File: config.mk
export PLATFORM = sky130hd
export DESIGN_NAME = m_enemy_spawn_ctrl
export DESIGN_NICKNAME = d
export VERILOG_FILES = /design/src/rtl/m_enemy_spawn_ctrl.sv
export SDC_FILE = /design/constraint.sdc
export NUM_CORES = 1
export LEC_CHECK = 0
export ABC_AREA = 0
export CAP_MARGIN = 20
export CORE_MARGIN = 4
export CORE_UTILIZATION = 29
export DETAILED_ROUTE_END_ITERATION = 7
export DONT_BUFFER_PORTS = 1
export PLACE_DENSITY_LB_ADDON = 0.1
export SLEW_MARGIN = 20
export SYNTH_ARGS = -nofsm -noshare
export SYNTH_HDL_FRONTEND = slang
export SYNTH_SLANG_ARGS = --single-unit
File: constraint.sdc
create_clock -name clk -period 4.6 [get_ports clk]
set_clock_uncertainty 0.1 [all_clocks]
set_input_delay 0.92 -clock clk [delete_from_list [all_inputs] [get_ports clk]]
set_output_delay 0.92 -clock clk [all_outputs]
set_load 0.05 [all_outputs]
File: src/rtl/m_enemy_spawn_ctrl.sv
// Spawn sequencer for a pool of medium-enemy plane units: shared update tick, slot allocation,
// create pulse and live confirmation. Optional macro M_ENEMY_RR_EN selects round-robin allocation.
module m_enemy_spawn_ctrl #(
    parameter int NUM_SLOTS       = 4,
    parameter int TICK_DIV        = 833333,
    parameter int CREATE_HOLD     = 4,
    parameter int CONFIRM_TIMEOUT = 16,
    localparam int SW             = $clog2(NUM_SLOTS)
) (
    input  logic                 clk,
    input  logic                 rstn,
    input  logic                 pause,
    input  logic                 spawn_req,
    input  logic [7:0]           spawn_x,
    input  logic [7:0]           spawn_y,
    output logic                 spawn_ready,
    output logic                 spawn_done,
    output logic                 spawn_drop,
    output logic                 spawn_err,
    output logic [SW-1:0]        spawn_slot,
    input  logic [NUM_SLOTS-1:0] slot_live,
    output logic [NUM_SLOTS-1:0] slot_create,
    output logic [7:0]           init_x,
    output logic [7:0]           init_y,
    output logic                 update_clk,
    output logic [SW:0]          live_count
);

    localparam int CW   = $clog2(TICK_DIV);
    localparam int TMAX = (CREATE_HOLD > CONFIRM_TIMEOUT) ? CREATE_HOLD : CONFIRM_TIMEOUT;
    localparam int TW   = $clog2(TMAX);
    localparam int LW   = SW + 1;

    typedef enum logic [1:0] {
        ST_IDLE    = 2'd0,
        ST_SCAN    = 2'd1,
        ST_ASSERT  = 2'd2,
        ST_CONFIRM = 2'd3
    } state_t;

    state_t                state_r;
    state_t                state_s;
    logic [TW-1:0]         timer_r;
    logic [TW-1:0]         timer_s;
    logic [CW-1:0]         tick_cnt_r;
    logic                  update_clk_r;
    logic [LW-1:0]         live_count_r;
    logic [SW-1:0]         slot_r;
    logic [SW-1:0]         sel_slot_s;
    logic [SW-1:0]         target_s;
    logic [SW-1:0]         base_s;
    logic [NUM_SLOTS-1:0]  free_s;
    logic [NUM_SLOTS-1:0]  create_r;
    logic [7:0]            init_x_r;
    logic [7:0]            init_y_r;
    logic                  ready_r;
    logic                  done_r;
    logic                  drop_r;
    logic                  err_r;
    logic                  accept_s;
    logic                  alloc_s;
    logic                  done_s;
    logic                  drop_s;
    logic                  err_s;

    // First free slot at or after base, wrapping around the pool
    function automatic logic [SW-1:0] f_pick_slot(input logic [NUM_SLOTS-1:0] free,
                                                  input logic [SW-1:0] base);
        logic [SW-1:0] pick;
        logic          found;
        int            idx;
        pick  = '0;
        found = 1'b0;
        for (int i = 0; i < NUM_SLOTS; i++) begin
            idx = (int'(base) + i) % NUM_SLOTS;
            if (!found && free[SW'(idx)]) begin
                pick  = SW'(idx);
                found = 1'b1;
            end else begin
                pick  = pick;
            end
        end
        return pick;
    endfunction

    function automatic logic [LW-1:0] f_popcount(input logic [NUM_SLOTS-1:0] v);
        logic [LW-1:0] cnt;
        cnt = '0;
        for (int i = 0; i < NUM_SLOTS; i++) begin
            cnt = cnt + LW'(v[i]);
        end
        return cnt;
    endfunction

    function automatic logic [NUM_SLOTS-1:0] f_onehot(input logic [SW-1:0] idx);
        return NUM_SLOTS'(1) << idx;
    endfunction

    assign free_s     = ~slot_live;
    assign sel_slot_s = f_pick_slot(free_s, base_s);
    assign target_s   = alloc_s ? sel_slot_s : slot_r;

`ifdef M_ENEMY_RR_EN
    logic [SW-1:0] rr_r;

    // Round-robin pointer advances past a slot only once it is confirmed live
    always_ff @(posedge clk or negedge rstn) begin
        if (!rstn) begin
            rr_r <= '0;
        end else if (done_s) begin
            rr_r <= (slot_r == SW'(NUM_SLOTS - 1)) ? '0 : slot_r + SW'(1);
        end else begin
            rr_r <= rr_r;
        end
    end

    assign base_s = rr_r;
`else
    assign base_s = '0;
`endif

    // Free-running update tick, frozen by pause
    always_ff @(posedge clk or negedge rstn) begin
        if (!rstn) begin
            tick_cnt_r   <= '0;
            update_clk_r <= 1'b0;
        end else if (pause) begin
            tick_cnt_r   <= tick_cnt_r;
            update_clk_r <= 1'b0;
        end else begin
            tick_cnt_r   <= (tick_cnt_r == CW'(TICK_DIV - 1)) ? '0 : tick_cnt_r + CW'(1);
            update_clk_r <= (tick_cnt_r < CW'(2));
        end
    end

    // Registered live-slot count
    always_ff @(posedge clk or negedge rstn) begin
        if (!rstn) begin
            live_count_r <= '0;
        end else begin
            live_count_r <= f_popcount(slot_live);
        end
    end

    // Spawn FSM next-state and pulse decode
    always_comb begin
        state_s  = state_r;
        timer_s  = timer_r;
        accept_s = 1'b0;
        alloc_s  = 1'b0;
        done_s   = 1'b0;
        drop_s   = 1'b0;
        err_s    = 1'b0;
        case (state_r)
            ST_IDLE: begin
                if (spawn_req && ready_r) begin
                    accept_s = 1'b1;
                    state_s  = ST_SCAN;
                end else begin
                    state_s  = ST_IDLE;
                end
            end
            ST_SCAN: begin
                timer_s = '0;
                if (free_s == '0) begin
                    drop_s  = 1'b1;
                    state_s = ST_IDLE;
                end else begin
                    alloc_s = 1'b1;
                    state_s = ST_ASSERT;
                end
            end
            ST_ASSERT: begin
                if (timer_r == TW'(CREATE_HOLD - 1)) begin
                    timer_s = '0;
                    state_s = ST_CONFIRM;
                end else begin
                    timer_s = timer_r + TW'(1);
                end
            end
            ST_CONFIRM: begin
                if (slot_live[slot_r]) begin
                    done_s  = 1'b1;
                    state_s = ST_IDLE;
                end else if (timer_r == TW'(CONFIRM_TIMEOUT - 1)) begin
                    err_s   = 1'b1;
                    state_s = ST_IDLE;
                end else begin
                    timer_s = timer_r + TW'(1);
                end
            end
            default: begin
                state_s = ST_IDLE;
                timer_s = '0;
            end
        endcase
    end

    // Spawn FSM state and registered outputs
    always_ff @(posedge clk or negedge rstn) begin
        if (!rstn) begin
            state_r  <= ST_IDLE;
            timer_r  <= '0;
            slot_r   <= '0;
            create_r <= '0;
            init_x_r <= 8'd0;
            init_y_r <= 8'd0;
            ready_r  <= 1'b0;
            done_r   <= 1'b0;
            drop_r   <= 1'b0;
            err_r    <= 1'b0;
        end else begin
            state_r  <= state_s;
            timer_r  <= timer_s;
            slot_r   <= target_s;
            create_r <= (state_s == ST_ASSERT) ? f_onehot(target_s) : '0;
            init_x_r <= accept_s ? spawn_x : init_x_r;
            init_y_r <= accept_s ? spawn_y : init_y_r;
            ready_r  <= (state_s == ST_IDLE);
            done_r   <= done_s;
            drop_r   <= drop_s;
            err_r    <= err_s;
        end
    end

    assign spawn_ready = ready_r;
    assign spawn_done  = done_r;
    assign spawn_drop  = drop_r;
    assign spawn_err   = err_r;
    assign spawn_slot  = slot_r;
    assign slot_create = create_r;
    assign init_x      = init_x_r;
    assign init_y      = init_y_r;
    assign update_clk  = update_clk_r;
    assign live_count  = live_count_r;

endmodule

# After elaboration in Yosys (flattened, before gate mapping)
# Cells that the tools add are included.
dict set report totals {
  ff_bits 56
  in_bits 24
  output_inout_bits 30
}
dict set report op_classes {
  addsub 5
  n_lt_le_gt_ge 2
  eq_ne 9
  n_shift 1
  mux 29
  bitwise_logic 1
  reduce_logical 8
}
# cell n
set op_table {}
lappend op_table {{adder 20 x 1 -> 20 bit, second input constant} 1}
lappend op_table {{equality test 20 bit, second input constant} 1}
lappend op_table {{less-than comparator 20 x 2 -> 1 bit, second input constant} 1}
lappend op_table {{two-way mux 20 bit} 1}
lappend op_table {{two-way mux 1 bit} 16}
lappend op_table {{two-way mux 4 bit} 4}
lappend op_table {{one-hot mux 4 bit (3 select lines)} 1}
lappend op_table {{two-way mux 2 bit} 5}
lappend op_table {{one-hot mux 2 bit (4 select lines)} 1}
lappend op_table {{equality test 2 bit, second input constant} 3}
lappend op_table {{adder 4 x 1 -> 4 bit, second input constant} 1}
lappend op_table {{equality test 4 x 2 -> 1 bit, second input constant} 1}
lappend op_table {{equality test 4 bit, second input constant} 1}
lappend op_table {{zero test 2 bit} 2}
lappend op_table {{zero test 4 bit} 1}
lappend op_table {{!= test 2 bit, second input constant} 2}
lappend op_table {{NOT 4 bit} 1}
lappend op_table {{<< shifter 1 x 2 -> 4 bit, first input constant} 1}
lappend op_table {{adder 2 x 1 -> 3 bit} 1}
lappend op_table {{adder 3 x 1 -> 3 bit} 1}
lappend op_table {{less-than comparator 2 x 3 -> 1 bit, second input constant} 1}
lappend op_table {{AND reduction 3 bit} 1}
lappend op_table {{nonzero test 3 bit} 1}
lappend op_table {{adder 1 x 1 -> 2 bit} 1}
lappend op_table {{4 further kinds} 5}

# Longest topological paths before layout
# Gate-level depths: netlist of run 1.
dict set report depth {
  ltp_word 8
  depth_mapped 7
  mapped_depth_nobuf 6
}

# Worst setup path before layout of run 1
# OpenSTA, ideal clock, no wires.
dict set report synth_path {
  kind {input to register}
  start {in slot_live[3]}
  end {reg timer_r[0]}
  t_arrival_ns 2.129
  t_required_ns 4.405
  slack_ns 2.276
  path_stages 4
  n_path_buf 0
  path_cell_list {mux4_2 > or2_1 > mux2_2 > o32ai_2}
}
dict set report synth_between {
  elab_chain_cells 4
}
# item line_no
set synth_lines {}
lappend synth_lines {{start, declared} 21} ;# input logic [NUM_SLOTS-1:0] slot_live,
lappend synth_lines {{binary-select mux 1 bit (select 2 bit)} 182} ;# if (slot_live[slot_r]) begin
lappend synth_lines {{two-way mux 1 bit (implied by the code)} 182}
lappend synth_lines {{!= test 2 bit (no line)} n/a}
lappend synth_lines {{AND reduction 3 bit (no line)} n/a}
lappend synth_lines {{end signal, assigned} 214} ;# timer_r <= timer_s;
lappend synth_lines {{end, declared} 43} ;# logic [TW-1:0] timer_r;
# Every way passes these cells. The select of a mux whose other input is x is not followed.
# A chain may end at the register's enable or synchronous reset.

# Worst setup path in the final report of run 1
dict set report layout_path {
  start {reg slot_r[0] (netlist: spawn_slot[0])}
  end {reg timer_r[3]}
}
dict set report layout_between {
  elab_chain_cells 4
}
# item line_no
set layout_lines {}
lappend layout_lines {{start, declared} 48} ;# logic [SW-1:0] slot_r;
lappend layout_lines {{start signal, assigned} 215} ;# slot_r <= target_s;
lappend layout_lines {{binary-select mux 1 bit (select 2 bit)} 182}
lappend layout_lines {{two-way mux 1 bit (implied by the code)} 182}
lappend layout_lines {{!= test 2 bit (no line)} n/a}
lappend layout_lines {{AND reduction 3 bit (no line)} n/a}
# Every way passes these cells. The select of a mux whose other input is x is not followed.

==> summary.txt, run 1 <==
Status
  – Status: finished, final reports clean

Power and ir drop
  – Clock share of power: 16.9%
  – Switch share: 45.8%
  – Sequential fraction of design power: 63.2%
  – PwrDens: 573 mW/mm²
  – Sw Pwr: 0.757 mW
  – Max VDD drop: 209 µV
  – Comb pwr share: 20.0%
  – P_int: 0.897 mW
  – Leak: 1.24 nW

Floorplanning
  – Die Footprint: 0.0108 mm²
  – Initial Utilization: 30.2%
  – Row count: 34
  – Top Ports: 54
  – Width of the die: 104 µm
  – Core area: 0.00885 mm²
  – Die Span Y: 104 µm

Placed design
  – Port Buf Inserts: 0
  – DP HPWL: 3950 µm
  – Pre-CTS setup slack: 2.16 ns
  – Placed insts: 345
  – Final RePlAce weighted congestion: 0.746

Layout
  – Syn-to-layout area delta: 7.90%
  – Fin nets: 276
  – # fillers: 913
  – Ant. Diodes: 0
  – Layout cell share with drive strength beyond 1: 13.9%
  – Finished Layout Cells: 353

Clock network
  – Post-CTS Hold Fix Bufs: 0
  – CTS Buf Count: 5
  – Clk slew on worst S/H paths: 0.11 ns
  – Post-CTS Setup Bufs: 0
  – Clk_lat worst skew: 0.31 ns
  – Max clock buf depth: 2
  – Total clock sinks: 56
  – CTS H-tree lvls: 2
  – CTS tree: yes
  – Root Driver: clkbuf_8
  – Cts repair resizes: 0

Synthesis
  – Yosys warning total: 0
  – Mux cell area share after synthesis: 9.87%
  – Top-count cell post-synth: dfrtp_1
  – Simple-gate area share of the yosys netlist: 20.9%
  – Post-synth top flop: dfrtp_1
  – Synth Area per Inst: 10.9 µm²
  – Cell taking the most area after synthesis: dfrtp_1
  – Ys async rst share: 100%
  – Compound-Gate Fraction of Synth Area: 5.80%
  – Sequential share of the synthesized area: 52.4%
  – Most instantiated cells after synthesis: dfrtp_1, nand2_1, nor2_1
  – XOR/XNOR Fraction of Synth Area: 3.93%
  – Synthesized area: 0.00268 mm²
  – Adder-cell share of the synthesized area: 4.02%
  – Synth Register Bits: 56
  – EDFF count, synth: 0
  – Cells after Synth: 246
  – Syn nets: 278
  – Synth top area share: 52.4%
  – Largest family of logic cells by synthesized area: simple AND/OR/NAND/NOR gates
  – Synth top area cells: dfrtp_1, mux2_2, ha_1
  – Post-synth cell types: 42

Setup path
  – Critical path capture point type: flip-flop
  – Data required time at the worst endpoint: 4.69 ns
  – WP buf/inv: 0
  – Setup slack, reg-to-reg: 2.13 ns
  – Worst path slowest cell: dfrtp_1
  – Crit path launch type: flip-flop
  – CP arrival: 2.56 ns
  – Worst Reg-to-Reg Cells: 4
  – Reg2reg end: timer_r[3]
  – Reg2reg start: spawn_slot[0]
  – Crit path cell chain: mux4_2 -> nor3_1 -> o2111ai_1 -> mux2i_1
  – Delay of the slowest critical-path stage: 0.79 ns
  – Cell count along the critical path: 4
  – Crit path launch: spawn_slot[0]
  – Max FO, Critical Path: 8
  – Crit path kind: reg2reg
  – Crit path max-delay family: multiplexers

Detailed routing
  – DR pass1 iterations: 4
  – Routed wire length: 5570 µm
  – Total number of vias: 1792
  – Vias/cell: 5.08
  – DRT antenna net count: 0
  – Initial DRC count: 69
  – Drt wl/cell: 15.8 µm
  – Drt drc: 0

GRT
  – Total GRT Usage: 11.1%
  – First-pass GRT wire length: 9730 µm
  – Grt total ovfl: 0
  – Vias in the first global route: 1842
  – Largest net degree at the start of global routing: 57
  – Antenna violations before repair: 0

STA
  – Max Freq: 405 MHz
  – Max-slew violations: 0
  – Final setup viols: 0
  – Unrepaired setup endpoints after global routing: false
  – Hold Vio Cnt, Final: 0
  – Clock period minus worst slack: 2.47 ns
  – Final Cycle Share: 53.7%
  – Setup WS post-layout: 2.13 ns
  – Slew headroom: 54.4%
  – Worst-margin pin slew: 0.685 ns
  – WHS: 0.185 ns
  – Setup TNS: 0 ns

Min path
  – Worst hold path class: in2async

Job
  – Max-cap violations: 0
[layer usage]
| layer | track usage (%) | routed length (µm) |
|---|---|---|
| met5 | 0 | 0 |
| met4 | 3.70 | 59 |
| met3 | 4.03 | 359 |
| met2 | 17.1 | 2580 |
| met1 | 14.4 | 2570 |
[how the worst max path moves through the flow]
stage	end	slack, ns
4_1_cts	timer_r[3]	2.14
5_1_grt	timer_r[3]	2.02
2_1_floorplan	timer_r[0]	2.28
3_5_place_dp	timer_r[3]	2.16
3_3_place_gp	init_y[4]	2.09
6_report	timer_r[3]	2.13
[worst reg2reg max path: stages, from the launching register on]
cell and delay [ns]:
dfrtp_1 0.79, mux4_2 0.68, nor3_1 0.44, o2111ai_1 0.20
mux2i_1 0.15
[placed cells by master, fill, tap and decap left out, types with 2 or more instances in the layout]
| cell type | count |
|---|---|
| or3_1 | 4 |
| nor3_1 | 8 |
| mux2i_1 | 5 |
| o211ai_1 | 2 |
| or2_2 | 3 |
| and3_1 | 3 |
| nor3b_1 | 3 |
| nor4_1 | 8 |
| nor2_1 | 20 |
| and4_1 | 2 |
| a21oi_1 | 5 |
| clkbuf_8 | 5 |
| xnor2_1 | 9 |
| nor2b_1 | 4 |
| nand2_1 | 20 |
| o31ai_1 | 2 |
| nand2b_1 | 3 |
| nand3_1 | 10 |
| nand4_1 | 7 |
| ha_1 | 7 |
| nand4b_1 | 2 |
| dfrtp_1 | 56 |
| mux2_2 | 17 |
| o2111ai_1 | 2 |
| inv_1 | 11 |
| o21ai_0 | 6 |
| xor2_1 | 3 |
[area by class of cell]
type / count / area (µm²) / share of cell area (%)
Clock buffer: 5 / 68.8 / 2.38
Clock inverter: 3 / 22.5 / 0.780
Inverter: 11 / 41.3 / 1.43
Multi-Input combinational cell: 169 / 1210 / 41.8
Sequential cell: 56 / 1400 / 48.5
Tap cell: 108 / 135 / 4.68
Timing Repair Buffer: 1 / 11.3 / 0.390
[cell families (layout without fill, tap and decap cells)]
| kind of cell | count (synthesis) | count (layout) |
|---|---|---|
| AND/OR/NAND/NOR | 103 | 103 |
| multiplexers | 23 | 23 |
| XOR/XNOR | 12 | 12 |
| adder cells (fa/ha/maj) | 8 | 8 |
| AO/OA/AOI/OAI | 23 | 23 |
| buffers and inverters | 21 | 20 |
| flip-flops | 56 | 56 |
[metrics by stage]
| stage | instance area, µm² | power [mW] | utilization, % |
|---|---|---|---|
| 3_3_place_gp | 2780 | 1.40 | 31.5 |
| 4_1_cts | 2890 | 1.68 | 32.6 |
| 3_5_place_dp | 2800 | 1.39 | 31.6 |
| 6_report | 2890 | 1.65 | 32.6 |
| 2_1_floorplan | 2680 | 1.29 | - |
| 5_1_grt | 2890 | 1.77 | 32.6 |
[power groups by stage]
stage	Sequential [mW]	Clock, mW	Combinational [mW]
CTS	1.05	0.298	0.334
detailed placement	1.06	0	0.335
global placement	1.07	0	0.331
floorplan	0.977	0	0.315
global route	1.07	0.315	0.384
finish	1.05	0.279	0.330
[flip-flops by register name, indices dropped and copies added, names as in the netlist, 2 cells and up]
register / count
slot_create: 4
state_r: 2
live_count: 3
spawn_slot: 2
tick_cnt_r: 20
timer_r: 4
init_y: 8
init_x: 8
Note: power is estimated with default switching activity, not from simulation.
==> inputs of run 2 (changes only) <==
Clock period 4.6 ns to 2.1 ns, I/O delays scaled along.
==> run 2 against run 1 <==
  * Non-clock buffer count rose by 15
  * Wire length is 0.74% higher
  * First-iteration DRC count shrank 8.7%
  * Die area unchanged
  * Final area increased by 6.2%
  * Critical path type unchanged
  * Sequential cell count did not move
  * Sequential power rose by 100%
  * Highest routed layer unchanged
  * Largest cell class unchanged
  * Worst setup slack lost 1.9 ns
  * Utilization is 2.0 points higher
==> summary.txt, run 2 (synthesis gave the netlist of run 1 again) <==
Setup path
  – Max FO, Critical Path: 6 (-2)
  – Crit path cell chain: mux4_2 -> or2_1 -> mux2_2 -> o32ai_2
  – Data required time at the worst endpoint: 2.22 ns (-2.47 ns)
  – Crit path launch type: flip-flop
  – WP buf/inv: 0 (unchanged)
  – Worst path slowest cell: mux4_2
  – Crit path max-delay family: multiplexers
  – Delay of the slowest critical-path stage: 0.57 ns (-0.22 ns)
  – Crit path kind: reg2reg
  – Critical path capture point type: flip-flop
  – CP arrival: 2.01 ns (-0.55 ns)

GRT
  – Antenna violations before repair: 0 (unchanged)
  – First-pass GRT wire length: 9600 µm (-1.4%)
  – Largest net degree at the start of global routing: 57 (unchanged)
  – Total GRT Usage: 11.0% (-0.11 points)
  – Grt total ovfl: 0 (unchanged)
  – Vias in the first global route: 1885 (+2.3%)

Power and ir drop
  – Max VDD drop: 511 µV (+140%)
  – Leak: 1.33 nW (+7.5%)
  – PwrDens: 1260 mW/mm² (+120%)

STA
  – Max Freq: 529 MHz (+31%)
  – Unrepaired setup endpoints after global routing: false
  – Max-slew violations: 0 (unchanged)
  – Slew headroom: 67.7% (+13 points)
  – Worst-margin pin slew: 0.484 ns (-0.201 ns)
  – Setup TNS: 0 ns (unchanged)
  – Hold Vio Cnt, Final: 0 (unchanged)
  – Final setup viols: 0 (unchanged)
  – WHS: 0.0737 ns (-0.111 ns)
  – Clock period minus worst slack: 1.89 ns (-0.580 ns)
  – Final Cycle Share: 90.1% (+36 points)

Floorplanning
  – Initial Utilization: 30.2% (unchanged)
  – Row count: 34 (unchanged)
  – Die Footprint: 0.0108 mm² (unchanged)
  – Die Span Y: 104 µm (unchanged)
  – Core area: 0.00885 mm² (unchanged)
  – Width of the die: 104 µm (unchanged)
  – Top Ports: 54 (unchanged)

Clock network
  – CTS H-tree lvls: 2 (unchanged)
  – Clk slew on worst S/H paths: 0.10 ns (about the same)
  – CTS Buf Count: 5 (unchanged)
  – Clk_lat worst skew: 0.31 ns (about the same)
  – Post-CTS Setup Bufs: 0 (unchanged)
  – CTS tree: yes
  – Root Driver: clkbuf_8
  – Total clock sinks: 56 (unchanged)
  – Max clock buf depth: 2 (unchanged)

Min path
  – Worst hold path class: in2reg

Layout
  – Max reg flops: 20 (unchanged)
  – Layout cell share with drive strength beyond 1: 19.6% (+5.7 points)
  – Most common cell after layout, fill and taps aside: dfrtp_1
  – Most frequent cells in the layout: dfrtp_1, nand2_1, nor2_1
  – Fin nets: 291 (+5.4%)
  – Syn-to-layout area delta: 14.5%
  – # fillers: 893 (-2.2%)
  – Ant. Diodes: 0 (unchanged)
  – Top reg by flops: tick_cnt_r

Detailed routing
  – DRT antenna net count: 0 (unchanged)
  – Vias/cell: 4.96 (-2.3%)
  – Drt drc: 0 (unchanged)
  – Total number of vias: 1826 (+1.9%)
  – Routed wire length: 5610 µm (+0.74%)
  – Initial DRC count: 63 (-8.7%)
  – Drt wl/cell: 15.2 µm (-3.4%)
  – DR pass1 iterations: 4 (unchanged)

Placed design
  – Port Buf Inserts: 0 (unchanged)
  – Final RePlAce weighted congestion: 0.781 (+4.7%)
  – DP HPWL: 4020 µm (+1.6%)

Job
  – Max-cap violations: 0 (unchanged)

Status
  – Status: finished, final reports clean
run 2: cell types whose count changed in the layout (fill, tap and decap cells not counted), sizes merged:
cell and delta:
buf +14, bufinv +1, dlygate4sd3 +1, inv -1
run 2: timing repair:
item                                    CTS  global route
hold buffers                              2             0
endpoints found under the hold margin    56             0
resized for setup                         0             1
endpoints found under the setup margin    0             1
run 2: path summary, 6_finish.rpt:
| check | start | end | slack (ns) | cells after the start |
|---|---|---|---|---|
| min in group asynchronous | rstn | init_y[5] | 0.51 | 2 |
| max in group asynchronous | rstn | spawn_slot[1] | 1.11 | 2 |
| min reg2reg | tick_cnt_r[16] | tick_cnt_r[16] | 0.40 | 1 |
| max | spawn_slot[0] | timer_r[0] | 0.21 | 4 |
| max reg2reg | spawn_slot[0] | timer_r[0] | 0.21 | 4 |
| min | pause | update_clk | 0.07 | 1 |
run 2: per-layer routing:
metal  GRT usage [%]  up-vias  share of wire (%)
met5               0        -                  0
met4            3.42        0               0.82
met3            3.79        2                5.6
met2            18.2       33                 49
met1            13.4      894                 45
li1                -      897                  -
run 2: area by class of cell:
cell class	instances	area (µm²)	share of cell area (%)
inverter	11	41.3	1.35
clock inverter	3	47.5	1.55
timing repair buffer	16	155	5.06
multi-input combinational	169	1210	39.6
tap	108	135	4.41
clock buffer	5	68.8	2.25
sequential	56	1400	45.8
run 2: power by group:
part	switching [mW]	total [mW]	internal, mW
clock network	0.363	0.723	0.360
logic	0.512	0.976	0.464
registers	0.806	2.15	1.35
total	1.68	3.85	2.17
run 2: stage by stage:
stage	power [mW]	utilization (%)	setup WS, ns	cell area, µm²	instances
global route	4.13	34.6	0.0999	3060	368
finish	3.85	34.6	0.209	3060	368
detailed placement	3.14	32.8	0.199	2900	358
global placement	3.17	32.8	0.234	2900	358
CTS	3.93	34.6	0.195	3060	368
floorplan	2.83	-	0.0495	2680	246
run 2: worst reg2reg max path, stage by stage, from the launching register on:
cell and delay (ns):
dfrtp_2 0.38, mux4_2 0.57, or2_1 0.29, mux2_2 0.28
o32ai_2 0.19
